==> config.mk <==
export PLATFORM = sky130hd
export DESIGN_NAME = supervisor_inactividad
export DESIGN_NICKNAME = d
export VERILOG_FILES = /design/src/rtl/supervisor_inactividad.sv
export SDC_FILE = /design/constraint.sdc
export NUM_CORES = 1
export LEC_CHECK = 0
export CAP_MARGIN = 10
export CORE_AREA = 8 8 45 47
export CTS_BUF_LIST = sky130_fd_sc_hd__clkbuf_2
export DETAILED_ROUTE_END_ITERATION = 8
export DIE_AREA = 0 0 53 55
export PLACE_DENSITY = 0.65
export SYNTH_ARGS = -nofsm -noshare
export SYNTH_HDL_FRONTEND = slang
export SYNTH_SLANG_ARGS = --single-unit
export TNS_END_PERCENT = 50
==> constraint.sdc <==
create_clock -name clockInt_150Hz_i -period 1.1 [get_ports clockInt_150Hz_i]
set_input_delay 0.275 -clock clockInt_150Hz_i [delete_from_list [all_inputs] [get_ports clockInt_150Hz_i]]
set_output_delay 0.275 -clock clockInt_150Hz_i [all_outputs]
set_load 0.02 [all_outputs]
==> src/rtl/supervisor_inactividad.sv <==
// supervisor_inactividad: idle-time supervisor that requests a return to the rest floor after a full idle minute.
// Optional SUPERVISOR_SINCRONIZA_EN adds two-flop synchronizers on pedidos_i and motorActivo_i.
module supervisor_inactividad #(
   parameter logic [13:0] DIVISOR     = 14'd9000,
   parameter int          N_PISOS     = 4,
   parameter logic [1:0]  PISO_REPOSO = 2'd1
) (
   input  logic               clockInt_150Hz_i,
   input  logic               resetN_i,
   input  logic [N_PISOS-1:0] pedidos_i,
   input  logic               motorActivo_i,
   input  logic [1:0]         pisoActual_i,
   input  logic [13:0]        cuenta_i,
   input  logic               ackReposo_i,
   output logic               iniciaCuenta_o,
   output logic               pedidoReposo_o,
   output logic [1:0]         pisoReposo_o,
   output logic               enReposo_o
);
   typedef enum logic [2:0] {
      OCUPADO   = 3'd0,
      CONTANDO  = 3'd1,
      SOLICITA  = 3'd2,
      TRASLADO  = 3'd3,
      EN_REPOSO = 3'd4
   } estado_t;
   estado_t estado_q, estado_d;
   logic [N_PISOS-1:0] pedidos;
   logic motor;
`ifdef SUPERVISOR_SINCRONIZA_EN
   logic [N_PISOS-1:0] ped_s1_q, ped_s2_q;
   logic mot_s1_q, mot_s2_q;
   always_ff @(posedge clockInt_150Hz_i or negedge resetN_i) begin
      if (!resetN_i) begin
         ped_s1_q <= '0;
         ped_s2_q <= '0;
         mot_s1_q <= 1'b0;
         mot_s2_q <= 1'b0;
      end else begin
         ped_s1_q <= pedidos_i;
         ped_s2_q <= ped_s1_q;
         mot_s1_q <= motorActivo_i;
         mot_s2_q <= mot_s1_q;
      end
   end
   assign pedidos = ped_s2_q;
   assign motor   = mot_s2_q;
`else
   assign pedidos = pedidos_i;
   assign motor   = motorActivo_i;
`endif
   logic actividad, en_piso, fin_cuenta;
   assign actividad  = (pedidos != '0) | motor;
   assign en_piso    = pisoActual_i == PISO_REPOSO;
   assign fin_cuenta = cuenta_i == DIVISOR - 14'd1;
   always_ff @(posedge clockInt_150Hz_i or negedge resetN_i) begin
      if (!resetN_i) estado_q <= OCUPADO;
      else           estado_q <= estado_d;
   end
   // Activity beats terminal count in CONTANDO; SOLICITA only leaves on ack.
   always_comb begin
      estado_d = estado_q;
      case (estado_q)
         OCUPADO:   if (!actividad) estado_d = en_piso ? EN_REPOSO : CONTANDO;
         CONTANDO:  estado_d = actividad ? OCUPADO : fin_cuenta ? SOLICITA : CONTANDO;
         SOLICITA:  if (ackReposo_i) estado_d = TRASLADO;
         TRASLADO:  estado_d = (pedidos != '0) ? OCUPADO : (!motor && en_piso) ? EN_REPOSO : TRASLADO;
         EN_REPOSO: if (actividad) estado_d = OCUPADO;
         default:   estado_d = OCUPADO;
      endcase
   end
   always_comb begin
      iniciaCuenta_o = estado_q == CONTANDO;
      pedidoReposo_o = estado_q == SOLICITA;
      enReposo_o     = estado_q == EN_REPOSO;
      pisoReposo_o   = PISO_REPOSO;
   end
endmodule

; ---- Word-level counts from Yosys, hierarchy flattened
; Cells that the tools add are included.
[classes]
addsub = 0
n_mul = 0
n_div = 0
magnitude_cmp = 0
eq_ne = 9
shift = 0
mux = 9
bitwise = 1
reduce_logical = 5
[ops]
columns = operator, n
row1 = 3-bit 2-to-1 mux, 6
row2 = 3-bit one-hot mux with 5 select lines, 1
row3 = "14-bit == test, second input constant", 1
row4 = "3-bit by 2-bit == test with 1-bit output, second input constant", 2
row5 = 2-bit 2-to-1 mux, 2
row6 = "2-bit inequality test, second input constant", 2
row7 = 4-bit nonzero test, 1
row8 = "3-bit by 1-bit == test with 1-bit output, second input constant", 1
row9 = "3-bit == test, second input constant", 1
row10 = 3-bit logical NOT, 1
row11 = 3-bit AND reduction, 1
row12 = "2-bit by 1-bit == test with 1-bit output, second input constant", 1
row13 = "2-bit by 1-bit inequality test with 1-bit output, second input constant", 1
row14 = 1-bit logical AND, 1
row15 = 1-bit logical NOT, 1
row16 = 1-bit OR, 1
[totals]
ff_bits = 3
latchBits = 0
ramBits = 0
romBits = 0
output_inout_bits = 5
elab_cells = 25
n_memories = 0

; ---- Depth between registers and ports, before layout
; Gate-level depths: netlist of run 1.
[logic_depth]
word_depth = 5
mapped_depth = 5
mapped_depth_nobuf = 4

; ---- Worst setup path before layout of run 1
; OpenSTA, ideal clock, no wires.
[synth_timing]
kind = register -> register
startpoint = reg estado_q[1]
endpoint = reg estado_q[0]
t_arrival_ns = 1.383
slack_ns = -0.361
stages_incl_launch_ff = 6
cell_sequence = dfrtp_1 -> clkbuf_2 -> inv_1 -> nor3_1 -> a22oi_1 -> a21oi_1
[synth_via]
elab_chain_len = 3
elab_cells_between_ends = 10
[synth_lines]
columns = element, line
row1 = start: declaration, 27  ; estado_t estado_q, estado_d;
row2 = start signal: assignment, 58  ; else estado_q <= estado_d;
row3 = 3-bit by 2-bit == test with 1-bit output (*), n/a
row4 = via pedidoReposo_o, 16  ; output logic pedidoReposo_o,
row5 = 2-bit inequality test (no line), n/a
row6 = 3-bit AND reduction (no line), n/a
; Mark *: on every way through the listed nets, which the timed path passes. The rest lies on a longest branch.
; A chain may end at the register's enable or synchronous reset.

; ---- Final worst setup path of run 1
[layout_timing]
startpoint = reg estado_q[1]
endpoint = out pedidoReposo_o
[layout_via]
elab_chain_len = 1
[layout_lines]
columns = element, line
row1 = 3-bit by 2-bit == test with 1-bit output, 74  ; pedidoReposo_o = estado_q == SOLICITA;
row2 = end: declaration, 16
; No other way between the ends.

==> out/results.txt, run 1 <==
The run finished, with violations left. The final reports fail on setup timing. The die covers 2920 um^2.

The setup slack of the critical path after layout is -251 ps, and the share of the yosys chip area belonging to registers is 23.2%. The logs give -719 ps for the pre-CTS setup slack and 0 for the total of hold buffers inserted after clock tree synthesis. The number of enable-type register cells in the synthesized netlist works out to 0. Walking the worst path, the cells encountered are inv_1 -> nor3_4 -> buf_6. Dividing the detail-routed wire length by the instance count gives 12.4 um. The post-synthesis mux area share is 0%. The first global-routing pass estimated 1.86 mm of wire. The number of storage elements in the synthesis netlist was 3; the diode insertion count for antenna repair was 0. For the global placement routability congestion, the log shows 0.830. After clock tree synthesis, the clock-pin slew on the worst setup and hold paths is 40 ps.

Combinational cells account for 31.6% of the total power. The tools report the library cell used as clock root buffer as sky130_fd_sc_hd__clkbuf_2. The run gives 75.1 um^2 as the combined flip-flop and latch cell area.

TritonCTS built the clock tree. Dividing total power by cell area gives a power density of 525 nW/um^2. Number of vias per cell after detailed routing: 4.62. Via count of the first global-routing pass: 482. Number of antenna violations at the first check in global routing: 0. Relative to the synthesized area, the layout overhead comes to 128%. sky130_fd_sc_hd__dfrtp_1 takes more of the synthesized area than any other cell. The sort of element at the end of the critical path was a primary output. Most numerous cell in the Yosys netlist: sky130_fd_sc_hd__o21ai_0. The maximum vdd drop was 0.303 mV.

In this run the worst path has a maximum fanout of 4. Summed over all failing endpoints, the final setup total negative slack is -1070 ps. Once detail routing completed, the nets flagged for antenna violations numbered 0. The routed wire length was 1.15 mm.

A synthesized cell averages 8.31 um^2. For this run, the post-layout net count is 102. The adder-cell share of the synthesized area is 0%, and the number of CTS-inserted buffers is 3.

The internal power of the cells totals 0.000290 W. For the summed instance area of the synthesized netlist, the log shows 324 um^2. Measured along the y axis, the die boundary spans 55 um. Sorting the synthesized cells by area gives the leading types as sky130_fd_sc_hd__dfrtp_1 23%, sky130_fd_sc_hd__nor4_4 6.6%, sky130_fd_sc_hd__o21ai_0 6.2%. The register with the most flip-flops in the layout has 3 of them. Static timing analysis puts the maximum clock frequency at 0.740 GHz.

The final routed DRC violation total is 0. The tightest min-delay check is of the input pin to asynchronous set/reset pin type. The run gives 0 as the DRC marker count from the first detailed-route iteration.

For the leftover overflow at the end of global routing, the log shows 0. The number of nets handed over by synthesis was 63. The number of buffers and inverters on the critical path was 2. The number of warnings printed during yosys synthesis came out at 0.

In this run, the clock network consumes 39.3% of the power. Of the available clock period, the critical path in the final layout requires 123%. The post-route netlist has 48.1% of its cells at a drive strength greater than 1. Global routing used 8.32% of the available tracks across all layers.

The worst setup path is of the flip-flop to primary output kind. STA puts the critical path data required time at 820 ps. Largest family of logic cells by synthesized area: simple AND/OR/NAND/NOR gates.

The post-synthesis xor/xnor area fraction was 0%; the standard cell core area was 1380 um^2. The tool flagged a number of max-cap violations equal to 0. Register bank with the most flops: estado_q.

Power comes to 0.000387 W. For the worst flop-to-flop path, the logic depth is 6. Across the routed clock network, the largest skew measured is 5.35 ps. Summed over all nets, the switching power comes to 0.0000973 W.

The power share of the sequential group is 29.0%, and the detailed-placement wirelength estimate is 898 um. The proportion of total power due to net switching came out at 25.1%. The reg-to-reg endpoint is estado_q[0]. The largest registers in the layout are estado_q x3. The tools report the number of I/O pins as 29. In this design, the stage delay of the slowest critical-path cell is 400 ps. The depth of the CTS H-tree was 1; the post-synthesis compound-gate area fraction was 16.6%.

The simple-gate area share of the yosys netlist is 49.4%. The area share of the largest cell type after synthesis is 23.2%, and the sink count of the clock tree is 3. The slowest stage of the critical path belongs to the cell sky130_fd_sc_hd__dfrtp_1.

From left edge to right edge, the die measures 53 um. The run gives 14 as the row count. Entering global routing, the biggest net connects 6 pins. After synthesis, the most frequently instantiated cells are 4 x sky130_fd_sc_hd__o21ai_0, 3 x sky130_fd_sc_hd__dfrtp_1, 3 x sky130_fd_sc_hd__nor2_1.

The worst reg2reg path startpoint was estado_q[1]. The max-slew violation total from the final report came out at 0. The category of cells accounting for the largest share of critical-path delay was flip-flops. The longest clock path from root to sink contains 2 buffers.

Fill cells in the final layout number 139. For the number of hold violations in the final report, the log shows 0. The leakage power summed over all cells was 0.315 nW; the shortest period the worst path allows was 1350 ps.

For this run, the leading register cell type out of synthesis is sky130_fd_sc_hd__dfrtp_1. STA classifies the critical path startpoint as a flip-flop. At the worst endpoint, the arrival time is 1080 ps.

The area of the multi-input gates is 273 um^2, and the total of endpoints with negative setup slack in the final report is 6. The count of port buffers added during placement works out to 26. Setup repair after global routing could not meet its margin everywhere. The logs give 23.4% for the starting utilization of the core area and 1 for the number of search-and-repair iterations in the first detailed-routing pass.

In this run, distinct cell masters in the synthesized netlist total 25. The cell count after synthesis was 39. The clock reaches the later pin of the worst-skew pair after 200 ps. For this block, the via count after detailed routing is 430. In this run the register-to-register setup slack is -120 ps. The share of synthesized flip-flops with an asynchronous set or reset came out at 100%.
-- power groups by stage --
stage                     Sequential (W)  Combinational (W)  Clock (W)
after CTS                       0.000112           0.000118   0.000156
after detailed placement        0.000114           0.000124          0
after floorplan                 0.000114          0.0000356          0
after global routing            0.000112           0.000131   0.000180
final                           0.000112           0.000123   0.000152
after global placement          0.000114           0.000122          0
-- layer usage --
layer / wire (um) / vias to the layer above / GRT usage [%]
met5: 0 / - / 0
met4: 14 / 0 / 3.88
met3: 124 / 2 / 4.55
met2: 521 / 27 / 12.9
met1: 491 / 187 / 9.15
li1: - / 214 / -
-- layout by cell type (no fill, tap or decap), types with 3 or more instances in the layout --
master,Yosys,layout
sky130_fd_sc_hd__buf_4,2,9
sky130_fd_sc_hd__dfrtp_1,3,3
sky130_fd_sc_hd__clkdlybuf4s50_1,0,11
sky130_fd_sc_hd__o21ai_0,4,3
sky130_fd_sc_hd__buf_2,0,4
sky130_fd_sc_hd__nor2_1,3,3
sky130_fd_sc_hd__clkbuf_2,1,4
sky130_fd_sc_hd__clkdlybuf4s15_1,0,3
sky130_fd_sc_hd__buf_6,0,9
-- through the flow --
stage | utilization (%) | hold WS (ps) | cell area, um^2 | instances
2_1_floorplan | - | -20.6 | 345 | 39
3_3_place_gp | 47.7 | 469 | 661 | 85
3_5_place_dp | 47.7 | 466 | 661 | 85
4_1_cts | 51.1 | 248 | 707 | 92
5_1_grt | 53.3 | 225 | 738 | 93
6_report | 53.3 | 249 | 738 | 93
-- how the worst max path moves through the flow --
stage | to | cells past startpoint | slack (ps) | startpoint
3_5_place_dp | estado_q[0] | 5 | -720 | cuenta_i[12]
5_1_grt | pedidoReposo_o | 3 | -320 | estado_q[0]
2_1_floorplan | estado_q[0] | 4 | -260 | cuenta_i[12]
6_report | pedidoReposo_o | 3 | -250 | estado_q[1]
3_3_place_gp | estado_q[0] | 5 | -690 | cuenta_i[12]
4_1_cts | pedidoReposo_o | 3 | -260 | estado_q[0]
-- area by class of cell --
cell class / instances / area share [%]
multi-input cells: 31 / 36.9
flip-flops and latches: 3 / 10.2
inverters: 1 / 0.508
clock buffers: 4 / 2.71
well taps: 16 / 2.71
repair buffers: 38 / 46.9
-- kinds of logic after synthesis --
family / count (synthesis)
and+or+nand+nor: 20
other: 2
AOI/OAI and AO/OA: 9
DFF: 3
buffers and inverters: 5
-- timing repair --
item,CTS,global route
pin swaps,10,5
setup endpoints to repair,6,6
gates resized for setup,54,6
setup buffers,3,1
-- worst reg2reg max path, stage by stage (launching register included) --
cell,delay [ps]
sky130_fd_sc_hd__dfrtp_1,410
sky130_fd_sc_hd__inv_1,130
sky130_fd_sc_hd__nor3_4,70
sky130_fd_sc_hd__buf_4,140
sky130_fd_sc_hd__buf_4,130
sky130_fd_sc_hd__a22oi_2,190
sky130_fd_sc_hd__a21oi_2,40
No activity file was read; power rests on OpenSTA's default activity.
==> inputs of run 2 (changes only) <==
--- a/config.mk
+++ b/config.mk
@@ -10,8 +10,8 @@
 export CTS_BUF_LIST = sky130_fd_sc_hd__clkbuf_2
 export DETAILED_ROUTE_END_ITERATION = 8
 export DIE_AREA = 0 0 53 55
-export PLACE_DENSITY = 0.65
+export PLACE_DENSITY = 0.76
 export SYNTH_ARGS = -nofsm -noshare
 export SYNTH_HDL_FRONTEND = slang
 export SYNTH_SLANG_ARGS = --single-unit
-export TNS_END_PERCENT = 50
+export TNS_END_PERCENT = 10
==> out/results.txt, run 2 (synthesis gave the netlist of run 1 again) <==
Counting flops per register, the top entry is estado_q. The critical path is of the flip-flop to primary output type. Final standard cell count with taps included and fillers excluded: 91 (-2.2%).

Number of hold violations in the final report: 0 (unchanged). The routed wire length was 1.20 mm (+3.7%). The flow ran to the end, but the final reports show violations. The number of flip-flops under the largest register name works out to 3 (unchanged).

The cell type of the slowest stage on the worst timing path is sky130_fd_sc_hd__dfrtp_1. The row count was 14 (unchanged). Number of vias per cell after detailed routing: 4.86 (+5.0%). For the count of nets after finishing, the log shows 100 (-2.0%).

The type of element launching the critical path is a flip-flop. Shortest period the worst path allows: 1310 ps (-40.7 ps). The via count of the first global-routing pass is 522 (+8.3%).

The run gives 2 (unchanged) as the maximum buffer depth of the clock tree. Relative area change from synthesis to final layout: 108%. The power per unit of standard cell area was 571 nW/um^2 (+8.9%). The post-route clock period utilization was 119% (-3.7 points). The largest net degree at the start of global routing came out at 7 (+1).

The first-pass GRT wire length is 2.13 mm (+14%), and the maximum vdd drop is 0.240 mV (-21%). The run gives 3 (unchanged) as the number of CTS-inserted buffers. The run gives 210 ps (about the same) as the worst-skew pair later-pin latency. For the maximum clock rate, the log shows 0.763 GHz (+3.1%). The fraction of final layout cells sized beyond drive strength 1 came out at 45.3% (-2.7 points).

The tools report the number of max-cap violations as 0 (unchanged). The total global routing track utilization is 10.0% (+1.7 points), and the diode insertion count for antenna repair is 0 (unchanged). The largest registers in the layout are estado_q x3. Combined flip-flop and latch cell area: 76.3 um^2 (+1.7%). The global placement routability congestion came out at 0.839 (+1.2%). The overall die height works out to 55 um (unchanged). TritonCTS built the clock tree.

The number of search-and-repair iterations in the first detailed-routing pass is 4 (+3), and the data arrival time of the critical path is 1040 ps (-40 ps). The biggest fanout along the worst timing path came out at 4 (unchanged). The final reports fail on setup timing.

The max-slew violation total from the final report is 0 (unchanged). The starting utilization of the core area came out at 23.4% (unchanged). The final routed wire length divided by cell count is 13.1 um (+6.0%), and the peak per-stage delay on the critical path is 400 ps (about the same).

Worst endpoint required time: 820 ps (about the same). Floorplan die area: 2920 um^2 (unchanged). The tools report the leakage power summed over all cells as 0.298 nW (-5.6%).

The worst hold-check path type is input pin to asynchronous set/reset pin. For the sink count of the clock tree, the log shows 3 (unchanged). Clock transition at the registers of the reported paths: 50 ps (about the same). The tools report the number of I/O pins as 29 (unchanged). The leftover overflow at the end of global routing is 0 (unchanged).

The setup slack of the critical path after layout was -211 ps (+40.7 ps). Walking the worst path, the cells encountered are buf_4 -> nor3_4 -> buf_6. The number of inserted filler cells in the final layout came out at 143 (+2.9%). The routed via count was 442 (+2.8%).

The number of cells after detailed placement is 84 (-1.2%), and the floorplan die width is 53 um (unchanged). The number of antenna violations at the first check in global routing is 0 (unchanged). The final routed DRC violation total was 0 (unchanged). The library cells used most frequently in the layout, excluding fill and tap cells, are 11 x sky130_fd_sc_hd__clkdlybuf4s50_1, 11 x sky130_fd_sc_hd__buf_4, 5 x sky130_fd_sc_hd__buf_2.

For the sum of internal, switching and leakage power, the log shows 0.000386 W (-0.37%). Setup repair after global routing could not meet its margin everywhere. The clock skew after layout came out at 1.61 ps (-3.73 ps). The tools report the total of endpoints with negative setup slack in the final report as 6 (unchanged). The count of port buffers added during placement is 26 (unchanged), and the DRC marker count from the first detailed-route iteration is 4 (+4). The final standard cell utilization of the core was 48.8% (-4.5 points); the depth of the CTS H-tree was 1 (unchanged).

The worst setup path is captured at a primary output. The tools report the detailed-placement wirelength estimate as 950 um (+5.8%). Library cell used as clock root buffer: sky130_fd_sc_hd__clkbuf_2.

The area of the multi-input gates came out at 249 um^2 (-8.7%). The standard cell core area was 1380 um^2 (unchanged). The run gives -995 ps (+73.1 ps) as the final setup TNS. The remaining antenna violation count after routing is 0 (unchanged).
-- run 2: area by class of cell --
| class | count | share of cell area [%] |
|---|---|---|
| repair buffers | 36 | 45.4 |
| multi-input cells | 31 | 36.9 |
| flip-flops and latches | 3 | 11.3 |
| well taps | 16 | 2.96 |
| clock buffers | 4 | 2.96 |
| inverters | 1 | 0.556 |
-- run 2: repair_timing --
action	4_1_cts	5_1_grt
hold buffers	0	0
setup buffers	3	0
endpoints found under the setup margin	6	6
resized for setup	46	3
hold endpoints to repair	0	0
pin swaps	9	3
-- run 2: worst max-delay path, delay by kind of cell, from the launching register on --
family | cells | cell delay [ps]
and+or+nand+nor | 1 | 130
buffers and inverters | 2 | 290
DFF | 1 | 400
-- run 2: power breakdown --
part	internal, W	switching (W)	total [W]	leakage, nW
Combinational	0.0000763	0.0000374	0.000114	0.241
Sequential	0.000111	0.000000923	0.000112	0.0401
Clock	0.0000960	0.0000638	0.000160	0.0166
-- run 2: per-layer routing --
| layer | part of all wire (%) | GRT usage [%] | vias up |
|---|---|---|---|
| met2 | 50 | 17.6 | 25 |
| met4 | 4.7 | 10.3 | 0 |
| li1 | - | - | 211 |
| met5 | 0 | 0 | - |
| met1 | 36 | 8.42 | 202 |
| met3 | 9.5 | 3.74 | 4 |
-- run 2: through the flow --
step                      hold slack, ps  worst slack, ps  instance area (um^2)
after floorplan                    -20.6             -260                   338
after global placement               465             -684                   647
after detailed placement             470             -710                   647
after CTS                            235             -244                   672
after global routing                 233             -304                   676
final                                247             -211                   676
-- run 2: worst paths after layout --
| path | slack (ps) | to | from | cells past startpoint |
|---|---|---|---|---|
| min in group clockInt_150Hz_i | 440 | estado_q[2] | pedidos_i[2] | 4 |
| hold / removal | 250 | estado_q[1] | resetN_i | 1 |
| setup reg to reg | -150 | estado_q[0] | estado_q[0] | 6 |
| max in group asynchronous | 690 | estado_q[2] | resetN_i | 1 |
| hold reg to reg | 600 | estado_q[1] | estado_q[2] | 2 |
| setup / recovery | -210 | pedidoReposo_o | estado_q[0] | 3 |
==> inputs of run 3 (changes only) <==
--- a/config.mk
+++ b/config.mk
@@ -10,6 +10,7 @@
 export CTS_BUF_LIST = sky130_fd_sc_hd__clkbuf_2
 export DETAILED_ROUTE_END_ITERATION = 8
 export DIE_AREA = 0 0 53 55
+export GPL_TIMING_DRIVEN = 0
 export PLACE_DENSITY = 0.76
 export SYNTH_ARGS = -nofsm -noshare
 export SYNTH_HDL_FRONTEND = slang
==> out/results.txt, run 3 (synthesis gave the netlist of run 1 again) <==
The flow ran to the end, but the final reports show violations. The checks that failed: setup timing. The tools report the library cell used as clock root buffer as sky130_fd_sc_hd__clkbuf_2. The logs give 138 (-3.5%) for the number of inserted filler cells in the final layout and 0.768 GHz (+0.68%) for the maximum clock rate. The pre-CTS setup slack was -722 ps (-11.7 ps); the floorplan die area was 2920 um^2 (unchanged). The worst-skew pair later-pin latency was 210 ps (about the same).

STA classifies the critical path endpoint as a primary output. The total of endpoints with negative setup slack in the final report is 6 (unchanged), and the routed via count is 417 (-5.7%). The data arrival time of the critical path was 1030 ps (about the same); the final routed wire length divided by cell count was 12.9 um (-1.4%).

The remaining antenna violation count after routing was 0 (unchanged). The largest registers in the layout are estado_q x3. For the first-pass GRT wire length, the log shows 1.90 mm (-10%). The via count of the first global-routing pass is 471 (-9.8%), and the row count is 14 (unchanged). The biggest fanout along the worst timing path was 4 (unchanged).

The number of flip-flops under the largest register name was 3 (unchanged); the post-route clock period utilization was 118% (-0.80 points). The logs give 1380 um^2 (unchanged) for the standard cell core area and 0 (unchanged) for the max-slew violation total from the final report. The worst hold path belongs to the class input pin to asynchronous set/reset pin. The number of hold violations in the final report was 0 (unchanged); the shortest period the worst path allows was 1300 ps (-8.81 ps). The worst setup path is launched from a flip-flop. Leaving out fill and tap cells, the most frequent cell in the layout is sky130_fd_sc_hd__clkdlybuf4s50_1.

The run gives 0.283 nW (-5.0%) as the leakage power summed over all cells. The sink count of the clock tree is 3 (unchanged), and the maximum vdd drop is 0.322 mV (+34%). Compared with the post-synthesis result, the final layout area differs by 107%. The tools report the number of CTS-inserted buffers as 3 (unchanged). The library cells used most frequently in the layout, excluding fill and tap cells, are 10 x sky130_fd_sc_hd__clkdlybuf4s50_1, 7 x sky130_fd_sc_hd__buf_4, 5 x sky130_fd_sc_hd__buf_2, 4 x sky130_fd_sc_hd__clkbuf_2, 4 x sky130_fd_sc_hd__dlygate4sd2_1.

By startpoint and endpoint, the worst setup path is classified as flip-flop to primary output. The number of I/O pins came out at 29 (unchanged). Walking the worst path, the cells encountered are nor2_4 -> and2_4 -> buf_6.

The tools report the starting utilization of the core area as 23.4% (unchanged). Counting flops per register, the top entry is estado_q. The tools report the total of hold buffers inserted after clock tree synthesis as 0 (unchanged).

The total global routing track utilization was 8.82% (-1.2 points). Cell type of the slowest stage on the worst timing path: sky130_fd_sc_hd__dfrtp_2. The overall die height is 55 um (unchanged), and the depth of the CTS H-tree is 1 (unchanged).

For the DRC marker count from the first detailed-route iteration, the log shows 5 (+1). The fraction of final layout cells sized beyond drive strength 1 was 47.9% (+2.6 points); the worst endpoint required time was 820 ps (about the same). The launching element of the worst setup path is estado_q[1].

The number of vias per cell after detailed routing was 4.79 (-1.3%). The clock skew after layout was 4.11 ps (+2.50 ps). For the largest net degree at the start of global routing, the log shows 8 (+1). Setup repair after global routing could not meet its margin everywhere.

The floorplan die width is 53 um (unchanged). Count of port buffers added during placement: 26 (unchanged). Setup slack of the critical path after layout: -202 ps (+8.81 ps). The final standard cell utilization of the core was 48.6% (-0.27 points); the power per unit of standard cell area was 582 nW/um^2 (+1.9%). The leftover overflow at the end of global routing came out at 0 (unchanged). The clock transition at the registers of the reported paths came out at 50 ps (about the same). The run gives 0 (unchanged) as the number of max-cap violations. The maximum buffer depth of the clock tree is 2 (unchanged), and the routed wire length is 1.13 mm (-5.8%). The diode insertion count for antenna repair was 0 (unchanged); the final setup TNS was -904 ps (+90.4 ps). TritonCTS built the clock tree. The number of antenna violations at the first check in global routing is 0 (unchanged), and the count of nets after finishing is 96 (-4.0%). The number of search-and-repair iterations in the first detailed-routing pass was 3 (-1). The final routed DRC violation total was 0 (unchanged); the peak per-stage delay on the critical path was 440 ps (+40 ps).

Global placement routability congestion: 0.830 (-1.2%). In this run the critical register-to-register path is launched from estado_q[0].
run 3: changes by cell type in the layout (fill, tap and decap cells not counted), sizes merged:
| cell | previous run | this run |
|---|---|---|
| clkdlybuf4s15 | 2 | 3 |
| buf | 19 | 15 |
| clkdlybuf4s50 | 11 | 10 |
run 3: repair_timing:
action	CTS	global route
pin swaps	10	1
gates resized for setup	57	5
setup endpoints to repair	6	6
buffers inserted	3	1
run 3: worst max-delay path, delay by kind of cell, from the launching register on:
family	cells	cell delay, ps
flops	1	440
simple gates	2	260
buf+inv	1	110
run 3: cell type report:
class	instances	area, um^2	share of cell area [%]
Clock buffer	4	20.0	2.98
Multi-Input combinational cell	31	273	40.6
Sequential cell	3	78.8	11.7
Inverter	1	3.75	0.559
Buffer	2	15.0	2.23
Timing Repair Buffer	30	262	38.9
Tap cell	16	20.0	2.98
run 3: report_power, final:
| group | internal [W] | leakage (nW) | switching (W) |
|---|---|---|---|
| Combinational | 0.0000773 | 0.229 | 0.0000394 |
| Sequential | 0.000112 | 0.0368 | 0.00000156 |
| Clock | 0.0000959 | 0.0166 | 0.0000652 |
| Total | 0.000285 | 0.283 | 0.000106 |
run 3: path summary, 6_finish.rpt:
kind | endpoint | slack, ps | depth (start not counted)
worst min register to register | estado_q[1] | 630 | 2
max in group asynchronous | estado_q[2] | 700 | 1
worst max register to register | estado_q[0] | -70 | 5
worst max-delay path | enReposo_o | -200 | 3
min in group clockInt_150Hz_i | estado_q[2] | 380 | 3
worst min-delay path | estado_q[1] | 240 | 1
run 3: stage by stage:
stage / cell area, um^2 / total power, W / cells / hold slack, ps
final: 672 / 0.000391 / 87 / 238
after floorplan: 338 / 0.000149 / 39 / -20.6
after global placement: 618 / 0.000236 / 81 / 466
after global routing: 672 / 0.000431 / 87 / 217
after CTS: 663 / 0.000388 / 87 / 240
after detailed placement: 618 / 0.000238 / 81 / 468
run 3: layer usage:
| layer | share of wire, % | up-vias | track usage (%) |
|---|---|---|---|
| li1 | - | 202 | - |
| met1 | 42 | 194 | 8.88 |
| met2 | 49 | 19 | 14.6 |
| met3 | 7.6 | 2 | 2.67 |
| met4 | 1.2 | 0 | 7.76 |
| met5 | 0 | - | 0 |
